--- src/rtl/fft_peak_ctrl_if.sv ---
// Magnitude stream in, peak result out: the bundle between the FFT magnitude
// stage, fft_peak_ctrl and the downstream tone/direction logic.
interface fft_peak_ctrl_if #(
   parameter int unsigned W    = 16,
   parameter int unsigned IDXW = 10
);
   logic            mag_valid;
   logic            mag_sop;
   logic [2*W:0]    mag_sq;
   logic            peak_valid;
   logic            peak_ready;
   logic [IDXW-1:0] peak_bin;
   logic [2*W:0]    peak_mag;
   logic            peak_above;

   modport master (
      output mag_valid, mag_sop, mag_sq, peak_ready,
      input  peak_valid, peak_bin, peak_mag, peak_above
   );

   modport slave (
      input  mag_valid, mag_sop, mag_sq, peak_ready,
      output peak_valid, peak_bin, peak_mag, peak_above
   );
endinterface

--- src/rtl/fft_peak_ctrl.sv ---
// FFT frame sequencer and windowed peak finder; reports {bin, mag, above}
// on a valid/ready result port, flags resyncs and overwritten results.
module fft_peak_ctrl #(
   parameter int unsigned W       = 16,
   parameter int unsigned NFFT    = 1024,
   parameter int unsigned MIN_BIN = 1,
   parameter int unsigned MAX_BIN = 511,
   parameter int unsigned IDXW    = $clog2(NFFT)
) (
   input  logic          clk,
   input  logic          reset,
   input  logic          enable,
   input  logic [2*W:0]  threshold,
   fft_peak_ctrl_if.slave pk,
   output logic          frame_drop,
   output logic          sync_err,
   output logic          busy
);
   localparam int unsigned MW = 2*W + 1;
   localparam logic [IDXW-1:0] MIN_K  = IDXW'(MIN_BIN);
   localparam logic [IDXW-1:0] MAX_K  = IDXW'(MAX_BIN);
   localparam logic [IDXW-1:0] LAST_K = IDXW'(NFFT - 1);

   typedef enum logic {IDLE, ACCUM} state_e;

   state_e          state_q, state_d;
   logic [IDXW-1:0] k_q, k_d, k_cur;
   logic [IDXW-1:0] best_bin_q, best_bin_d, base_bin;
   logic [MW-1:0]   best_mag_q, best_mag_d, base_mag;
   logic [IDXW-1:0] peak_bin_q, peak_bin_d;
   logic [MW-1:0]   peak_mag_q, peak_mag_d;
   logic            peak_valid_q, peak_valid_d;
   logic            peak_above_q, peak_above_d;
   logic            drop_q, drop_d;
   logic            sync_q, sync_d;
   logic            start, resync, accept, last, upd;

   always_ff @(posedge clk) begin
      if (!reset) state_q <= IDLE;
      else        state_q <= state_d;
   end

   always_comb begin
      state_d = state_q;
      case (state_q)
         IDLE:    if (start) state_d = ACCUM;
         ACCUM:   if (last)  state_d = IDLE;
         default: state_d = IDLE;
      endcase
   end

   always_comb begin
      busy = (state_q == ACCUM);
   end

   // A start (fresh or resync) folds bin 0 into freshly initialised
   // accumulators in the same cycle, so k/best see "base" values, not the _q.
   always_comb begin
      start    = pk.mag_valid && pk.mag_sop && (state_q == ACCUM || enable);
      resync   = pk.mag_valid && pk.mag_sop && (state_q == ACCUM);
      accept   = pk.mag_valid && (state_q == ACCUM || start);
      k_cur    = start ? '0 : k_q;
      base_mag = start ? '0 : best_mag_q;
      base_bin = start ? MIN_K : best_bin_q;
      upd      = accept && (k_cur >= MIN_K) && (k_cur <= MAX_K) && (pk.mag_sq > base_mag);
      last     = accept && (k_cur == LAST_K);

      k_d        = k_q;
      best_mag_d = best_mag_q;
      best_bin_d = best_bin_q;
      if (accept) begin
         k_d        = last ? '0 : k_cur + 1'b1;
         best_mag_d = upd ? pk.mag_sq : base_mag;
         best_bin_d = upd ? k_cur : base_bin;
      end

      peak_valid_d = last || (peak_valid_q && !pk.peak_ready);
      drop_d       = last && peak_valid_q && !pk.peak_ready;
      sync_d       = resync;
      peak_mag_d   = last ? best_mag_d : peak_mag_q;
      peak_bin_d   = last ? best_bin_d : peak_bin_q;
      peak_above_d = last ? (best_mag_d >= threshold) : peak_above_q;
   end

   always_ff @(posedge clk) begin
      if (!reset) begin
         k_q          <= '0;
         best_mag_q   <= '0;
         best_bin_q   <= '0;
         peak_valid_q <= 1'b0;
         peak_mag_q   <= '0;
         peak_bin_q   <= '0;
         peak_above_q <= 1'b0;
         drop_q       <= 1'b0;
         sync_q       <= 1'b0;
      end else begin
         k_q          <= k_d;
         best_mag_q   <= best_mag_d;
         best_bin_q   <= best_bin_d;
         peak_valid_q <= peak_valid_d;
         peak_mag_q   <= peak_mag_d;
         peak_bin_q   <= peak_bin_d;
         peak_above_q <= peak_above_d;
         drop_q       <= drop_d;
         sync_q       <= sync_d;
      end
   end

   assign pk.peak_valid = peak_valid_q;
   assign pk.peak_bin   = peak_bin_q;
   assign pk.peak_mag   = peak_mag_q;
   assign pk.peak_above = peak_above_q;
   assign frame_drop    = drop_q;
   assign sync_err      = sync_q;
endmodule

--- src/flat_wrapper.sv ---
// flat-port wrapper written by rule: the top's interface ports become plain ports
module fft_peak_ctrl_flat 
#(
   parameter int unsigned W       = 16,
   parameter int unsigned NFFT    = 1024,
   parameter int unsigned MIN_BIN = 1,
   parameter int unsigned MAX_BIN = 511,
   parameter int unsigned IDXW    = $clog2(NFFT)
)
  (clk, reset, enable, threshold, frame_drop, sync_err, busy, pk_mag_valid, pk_mag_sop, pk_mag_sq, pk_peak_ready, pk_peak_valid, pk_peak_bin, pk_peak_mag, pk_peak_above);
  fft_peak_ctrl_if #(.W(W), .IDXW(IDXW)) pk_i ();
  input  logic clk;
  input  logic reset;
  input  logic enable;
  input  logic [2*W:0] threshold;
  output logic frame_drop;
  output logic sync_err;
  output logic busy;
  input wire logic [$bits(pk_i.mag_valid)-1:0] pk_mag_valid;
  input wire logic [$bits(pk_i.mag_sop)-1:0] pk_mag_sop;
  input wire logic [$bits(pk_i.mag_sq)-1:0] pk_mag_sq;
  input wire logic [$bits(pk_i.peak_ready)-1:0] pk_peak_ready;
  output wire logic [$bits(pk_i.peak_valid)-1:0] pk_peak_valid;
  output wire logic [$bits(pk_i.peak_bin)-1:0] pk_peak_bin;
  output wire logic [$bits(pk_i.peak_mag)-1:0] pk_peak_mag;
  output wire logic [$bits(pk_i.peak_above)-1:0] pk_peak_above;
  assign pk_i.mag_valid = pk_mag_valid;
  assign pk_i.mag_sop = pk_mag_sop;
  assign pk_i.mag_sq = pk_mag_sq;
  assign pk_i.peak_ready = pk_peak_ready;
  assign pk_peak_valid = pk_i.peak_valid;
  assign pk_peak_bin = pk_i.peak_bin;
  assign pk_peak_mag = pk_i.peak_mag;
  assign pk_peak_above = pk_i.peak_above;
  fft_peak_ctrl #(.W(W), .NFFT(NFFT), .MIN_BIN(MIN_BIN), .MAX_BIN(MAX_BIN), .IDXW(IDXW)) u_core (.clk(clk), .reset(reset), .enable(enable), .threshold(threshold), .pk(pk_i), .frame_drop(frame_drop), .sync_err(sync_err), .busy(busy));
endmodule
--- config.mk ---
export PLATFORM = sky130hd
export DESIGN_NAME = fft_peak_ctrl_flat
export DESIGN_NICKNAME = d
export VERILOG_FILES = /design/src/rtl/fft_peak_ctrl_if.sv /design/src/rtl/fft_peak_ctrl.sv /design/src/flat_wrapper.sv
export SDC_FILE = /design/constraint.sdc
export NUM_CORES = 1
export LEC_CHECK = 0
export CAP_MARGIN = 20
export CORE_MARGIN = 3
export CORE_UTILIZATION = 45
export DETAILED_ROUTE_END_ITERATION = 10
export DONT_BUFFER_PORTS = 1
export PLACE_DENSITY = 0.68
export SLEW_MARGIN = 20
export SYNTH_ARGS = -nofsm -noshare
export SYNTH_HDL_FRONTEND = slang
export SYNTH_SLANG_ARGS = --single-unit
--- constraint.sdc ---
create_clock -name clk -period 8 [get_ports clk]
set_input_delay 1.6 -clock clk [delete_from_list [all_inputs] [get_ports clk]]
set_output_delay 1.6 -clock clk [all_outputs]
set_load 0.005 [all_outputs]
; ---- Word level (Yosys, flattened, before mapping)
; Cells that the tools add are included.
[op_classes]
div_mod_pow = 0
n_shift = 0
eq_ne = 1
mux = 11
n_addsub = 1
n_lt_le_gt_ge = 4
bitwise = 1
n_reduce_logical = 15
n_mul = 0
[ops]
columns = cell, count
row1 = two-way mux 33 bit, 3
row2 = two-way mux 10 bit, 5
row3 = greater-or-equal comparator 33 bit, 1
row4 = greater-than comparator 33 bit, 1
row5 = logical AND 1 bit, 11
row6 = adder 10 x 1 -> 10 bit (second input constant), 1
row7 = == test 10 bit (second input constant), 1
row8 = greater-or-equal comparator 10 x 1 -> 1 bit (second input constant), 1
row9 = less-or-equal comparator 10 x 9 -> 1 bit (second input constant), 1
row10 = logical OR 1 bit, 3
row11 = two-way mux 1 bit, 2
row12 = one-hot mux 1 bit (2 select lines), 1
row13 = zero test 1 bit, 1
row14 = inverter 1 bit, 1
[totals]
in_bits = 72
mem_bits_ro = 0
mem_bits_rw = 0
ff_bits = 101
memories = 0
latch_bits = 0
out_inout_bits = 48

; ---- Longest topological paths before layout
[logic_depth]
ltp_word = 10
mapped_depth = 22

; ---- Least setup slack after synthesis
; Ideal clock, no wire load.
[synth_path]
path_type = input-to-reg
start = input port enable
end = register u_core.peak_above_q (netlist: u_core.pk.peak_above)
setup_ns = 0.119
cell_stages = 22
arrival_ns = 6.007
slack_ns = 1.874
required_time_ns = 7.881
path_cell_list = o211ai_1 > clkbuf_1 > clkbuf_1 > nand2_1 > ha_1 > nand4_1 > or4_1 > or4_4 > o21a_1 > o31a_1 > buf_6 > buf_6 > nand2_1 > nand2_1 > ha_1 > a21o_1 > a21o_1 > a211oi_1 > o21ai_0 > o2111ai_1 > a41o_1 > nand2_1
[synth_via]
elab_chain_len = 10
[synth_lines]
columns = element, line
row1 = start: declaration, flat_wrapper.sv:14  ; input logic enable;
row2 = logical OR 1 bit (*), fft_peak_ctrl.sv:59  ; start = pk.mag_valid && pk.mag_sop && (state_q == ACCUM || enable);
row3 = logical AND 1 bit (*), fft_peak_ctrl.sv:59
row4 = branches (longest 6 deep; another with greater-than comparator 33 bit), n/a
row5 = two-way mux 33 bit (*), fft_peak_ctrl.sv:71  ; if (accept) begin
row6 = named net u_core.best_mag_d[18], fft_peak_ctrl.sv:29  ; logic [MW-1:0] best_mag_q, best_mag_d, base_mag;
row7 = greater-or-equal comparator 33 bit (*), fft_peak_ctrl.sv:82  ; peak_above_d = last ? (best_mag_d >= threshold) : peak_above_q;
row8 = end signal: assignment, fft_peak_ctrl.sv:103  ; peak_above_q <= peak_above_d;
row9 = end: declaration, fft_peak_ctrl.sv:33  ; logic peak_above_q, peak_above_d;
; Mark *: on every way through the listed nets, which the timed path passes.
; A chain may end at the register's enable or synchronous reset.

; ---- Worst setup path in the final report
; Ends and elaborated chain as after synthesis.

==> results.txt <==
The number of hold buffers added after cts was 0; the total global-route track usage was 20.1%. Timing would allow up to 0.160 GHz. For the pin with the worst max-slew slack, the measured transition is 958 ps. In this run, synthesis inferred 0 flip-flops with an integrated enable.

0 antenna diodes ended up in the layout. The number of flip-flops and latches in the synthesized netlist was 101. The final number of max-transition violations is 0, and the sequential cell area fraction in the yosys report is 34.1%.

Cells with a size suffix above 1 make up 5.52% of the layout. The hold violation total from the final report is 0, and the height of the chip is 121 µm. The logs give 9 for the number of clock buffers inserted by TritonCTS and 10.7 ps for the clock skew. Dividing total power by cell area gives a power density of 161 nW/µm². Of the available clock period, the critical path in the final layout requires 77.9%. The leading register cell type out of synthesis was dfxtp_1. The startpoint kind of the worst setup timing path is an input pin. STA classifies the critical path endpoint as a flip-flop. For this design, the sink count on the clock tree is 101. Class of the most critical hold timing path: reg -> reg. The logs give 384 for the initial detailed-routing violation count and 3 for the level count of the clock H-tree. The synthesized area divided by synthesized cell count works out to 7.98 µm². The routed design has 14500 µm of wire.

After clock tree synthesis, the repair step resized 0 gates. Final critical delay including setup and external delays: 6230 ps. The critical path class was in -> reg.

Detailed placement finished with a half-perimeter wire length of 10700 µm. In the routed design, unresolved DRC markers number 0. The detailed router placed 5020 vias in this run. Dividing the detail-routed via count by the number of cells gives 5.60. The synthesized netlist occupies a cell area of 5940 µm². Setup repair after global routing left no endpoint under its margin. The tools report the relative slew slack as 36.1%. For the clock latency on the worst-skew pair, the log shows 360 ps. TritonCTS built the clock tree. For the data arrival time of the critical path, the log shows 6470 ps.

Clock-pin slew was measured on the worst setup and hold paths at 70 ps. The number of placed cells counting well taps is 882, and the filler cell count is 1230. The Yosys step of the flow raised 0 warnings. The setup violation total in the final timing report was 0; the area taken by multi-input logic gates was 3550 µm². The clock passes through at most 2 buffers. For the area of the die, the log shows 14600 µm². The run finished with clean final reports. Post-synthesis cell count: 744. The leakage power total is 2.71 nW, and the max-capacitance violation count is 0. The tools report the number of cell rows as 41. The total number of nets in the final design came out at 862. Relative to the synthesized area, the layout overhead comes to 5.27%.

Of all flip-flops after synthesis, the portion carrying an async set or reset was 0%. OpenSTA, run right after detailed placement, puts the worst setup slack at 1350 ps. 120 I/O pins were placed. Routability-driven placement finished with a final weighted congestion of 0.853.

The setup TNS is 0 ps. The finished layout holds 897 standard cells, fillers aside. The maximum fanout along the worst path was 86; the number of I/O port buffers was 0. The global-route wire length before repair is 23600 µm.

The worst path meets setup with 1770 ps of slack. The number of search-and-repair iterations in the first detailed-routing pass was 4; the detailed-route wire length per cell was 16.2 µm. Clock tree synthesis selected as its root buffer the cell clkbuf_16. VDD sags by at most 0.0992 mV.

The number of antenna-violating nets in the routed design was 0; the number of nets produced by synthesis was 885. After clock tree synthesis, the setup repair step added 0 buffers. The sequential cells in the finished layout cover a total of 2020 µm². The number of antenna violations at the first check in global routing came out at 0. In this run the horizontal extent of the chip is 121 µm.

Entering global routing, the biggest net connects 95 pins. The initial core utilization was 46.5%. The total overflow left after global routing is 0. In this run, distinct cell masters in the synthesized netlist total 49. Final hold analysis gives a worst-case slack of 460 ps. Once layout is complete, the utilization of the core stands at 48.9%. The tools report the standard cell core area as 12800 µm². The run gives 4983 as the number of global-route vias before repair. Data on the critical path is required at its endpoint by 8240 ps.
==> sequential cells by signal, summed over array words and instances (netlist names) <==
| name | count |
|---|---|
| u_core.pk.peak_bin | 10 |
| u_core.best_mag_q | 33 |
| u_core.sync_err | 1 |
| u_core.pk.peak_mag | 33 |
| u_core.pk.peak_above | 1 |
| u_core.busy | 1 |
| u_core.pk.peak_valid | 1 |
| u_core.k_q | 10 |
| u_core.frame_drop | 1 |
| u_core.best_bin_q | 10 |
==> worst max-delay path, stage by stage <==
cell	delay (ps)
o211ai_1	250
buf_12	350
nand2_1	130
ha_1	340
nand4_1	140
or4_1	600
or4_4	580
nor2_4	130
o31a_2	750
nand2_1	210
nand2_1	120
ha_1	240
a21o_1	160
a21o_1	170
a211oi_1	210
o21ai_0	120
o2111ai_1	90
a41o_1	200
nand2_1	50
==> synthesized netlist by cell type, types with 4 or more instances <==
cell      instances  area [µm²]
a21boi_1         25         188
ha_1             69         863
a21o_1           14         105
inv_1            36         135
a21boi_2          8        90.1
nor3_1            5        25.0
and2_1           34         213
and3_1            5        31.3
a21oi_1          34         170
nand3_1          53         265
dfxtp_1         101        2020
nand4_1          14        87.6
o21ai_0          52         260
nand2_1         175         657
nor2b_1          13        81.3
nor2_1           13        48.8
o21a_1            5        37.5
buf_6             5        56.3
a21boi_0         12        90.1
buf_8             4        60.1
clkbuf_1         26        97.6
==> area by class of cell <==
class                      instances  share of cell area (%)
tap                              172                    3.44
sequential                       101                    32.4
inverter                          36                    2.16
timing repair buffer               5                   0.801
multi-input combinational        568                    56.8
clock buffer                       9                    3.60
clock inverter                     6                   0.781
==> through the flow <==
stage          cell area, µm²  power, mW
5_1_grt                  6250       1.05
2_1_floorplan            5940      0.587
3_3_place_gp             5970      0.595
4_1_cts                  6250       1.01
3_5_place_dp             5970      0.599
6_report                 6250       1.00
==> cells by family (layout without fill, tap and decap cells) <==
family / Yosys count / after routing / synth area share, %
fa+ha+maj: 69 / 69 / 14.5
flops: 101 / 101 / 34.1
simple gates: 328 / 328 / 26.1
buf+inv: 75 / 56 / 6.26
compound gates: 170 / 170 / 18.9
mux: 1 / 1 / 0.169
==> routing by layer <==
metal	up-vias	GRT usage (%)	wire length [µm]
li1	2511	-	-
met1	2343	24.4	6140
met2	139	33.5	6990
met3	27	5.41	980
met4	0	8.50	384
met5	-	0	0
==> cell usage in the layout (no fill, tap or decap), types with 5 or more instances in the layout <==
cell type | synthesis | layout
nand2_1 | 175 | 174
dfxtp_1 | 101 | 101
ha_1 | 69 | 69
nand3_1 | 53 | 53
o21ai_0 | 52 | 52
inv_1 | 36 | 36
a21oi_1 | 34 | 34
and2_1 | 34 | 34
a21boi_1 | 25 | 25
nand4_1 | 14 | 14
a21o_1 | 14 | 14
nor2_1 | 13 | 13
nor2b_1 | 13 | 13
a21boi_0 | 12 | 12
clkbuf_16 | 0 | 9
a21boi_2 | 8 | 8
nor3_1 | 5 | 5
o21a_1 | 5 | 5
and3_1 | 5 | 5
==> where the power goes <==
| group | switching, mW | internal (mW) | total [mW] |
|---|---|---|---|
| sequential | 0.00226 | 0.506 | 0.508 |
| combinational | 0.0474 | 0.0321 | 0.0795 |
| clock | 0.204 | 0.213 | 0.417 |
| total | 0.254 | 0.751 | 1.00 |
==> final timing paths <==
kind	from	end	slack, ps	depth (start not counted)
worst max-delay path	enable	u_core.pk.peak_above$_SDFFE_PN0P_	1770	19
worst min-delay path	u_core.best_bin_q[2]$_SDFF_PN0_	u_core.best_bin_q[2]$_SDFF_PN0_	460	2
worst max register to register	u_core.busy$_SDFF_PN0_	u_core.pk.peak_above$_SDFFE_PN0P_	2620	19
worst min register to register	u_core.best_bin_q[2]$_SDFF_PN0_	u_core.best_bin_q[2]$_SDFF_PN0_	460	2
No activity file was read; power rests on OpenSTA's default activity.
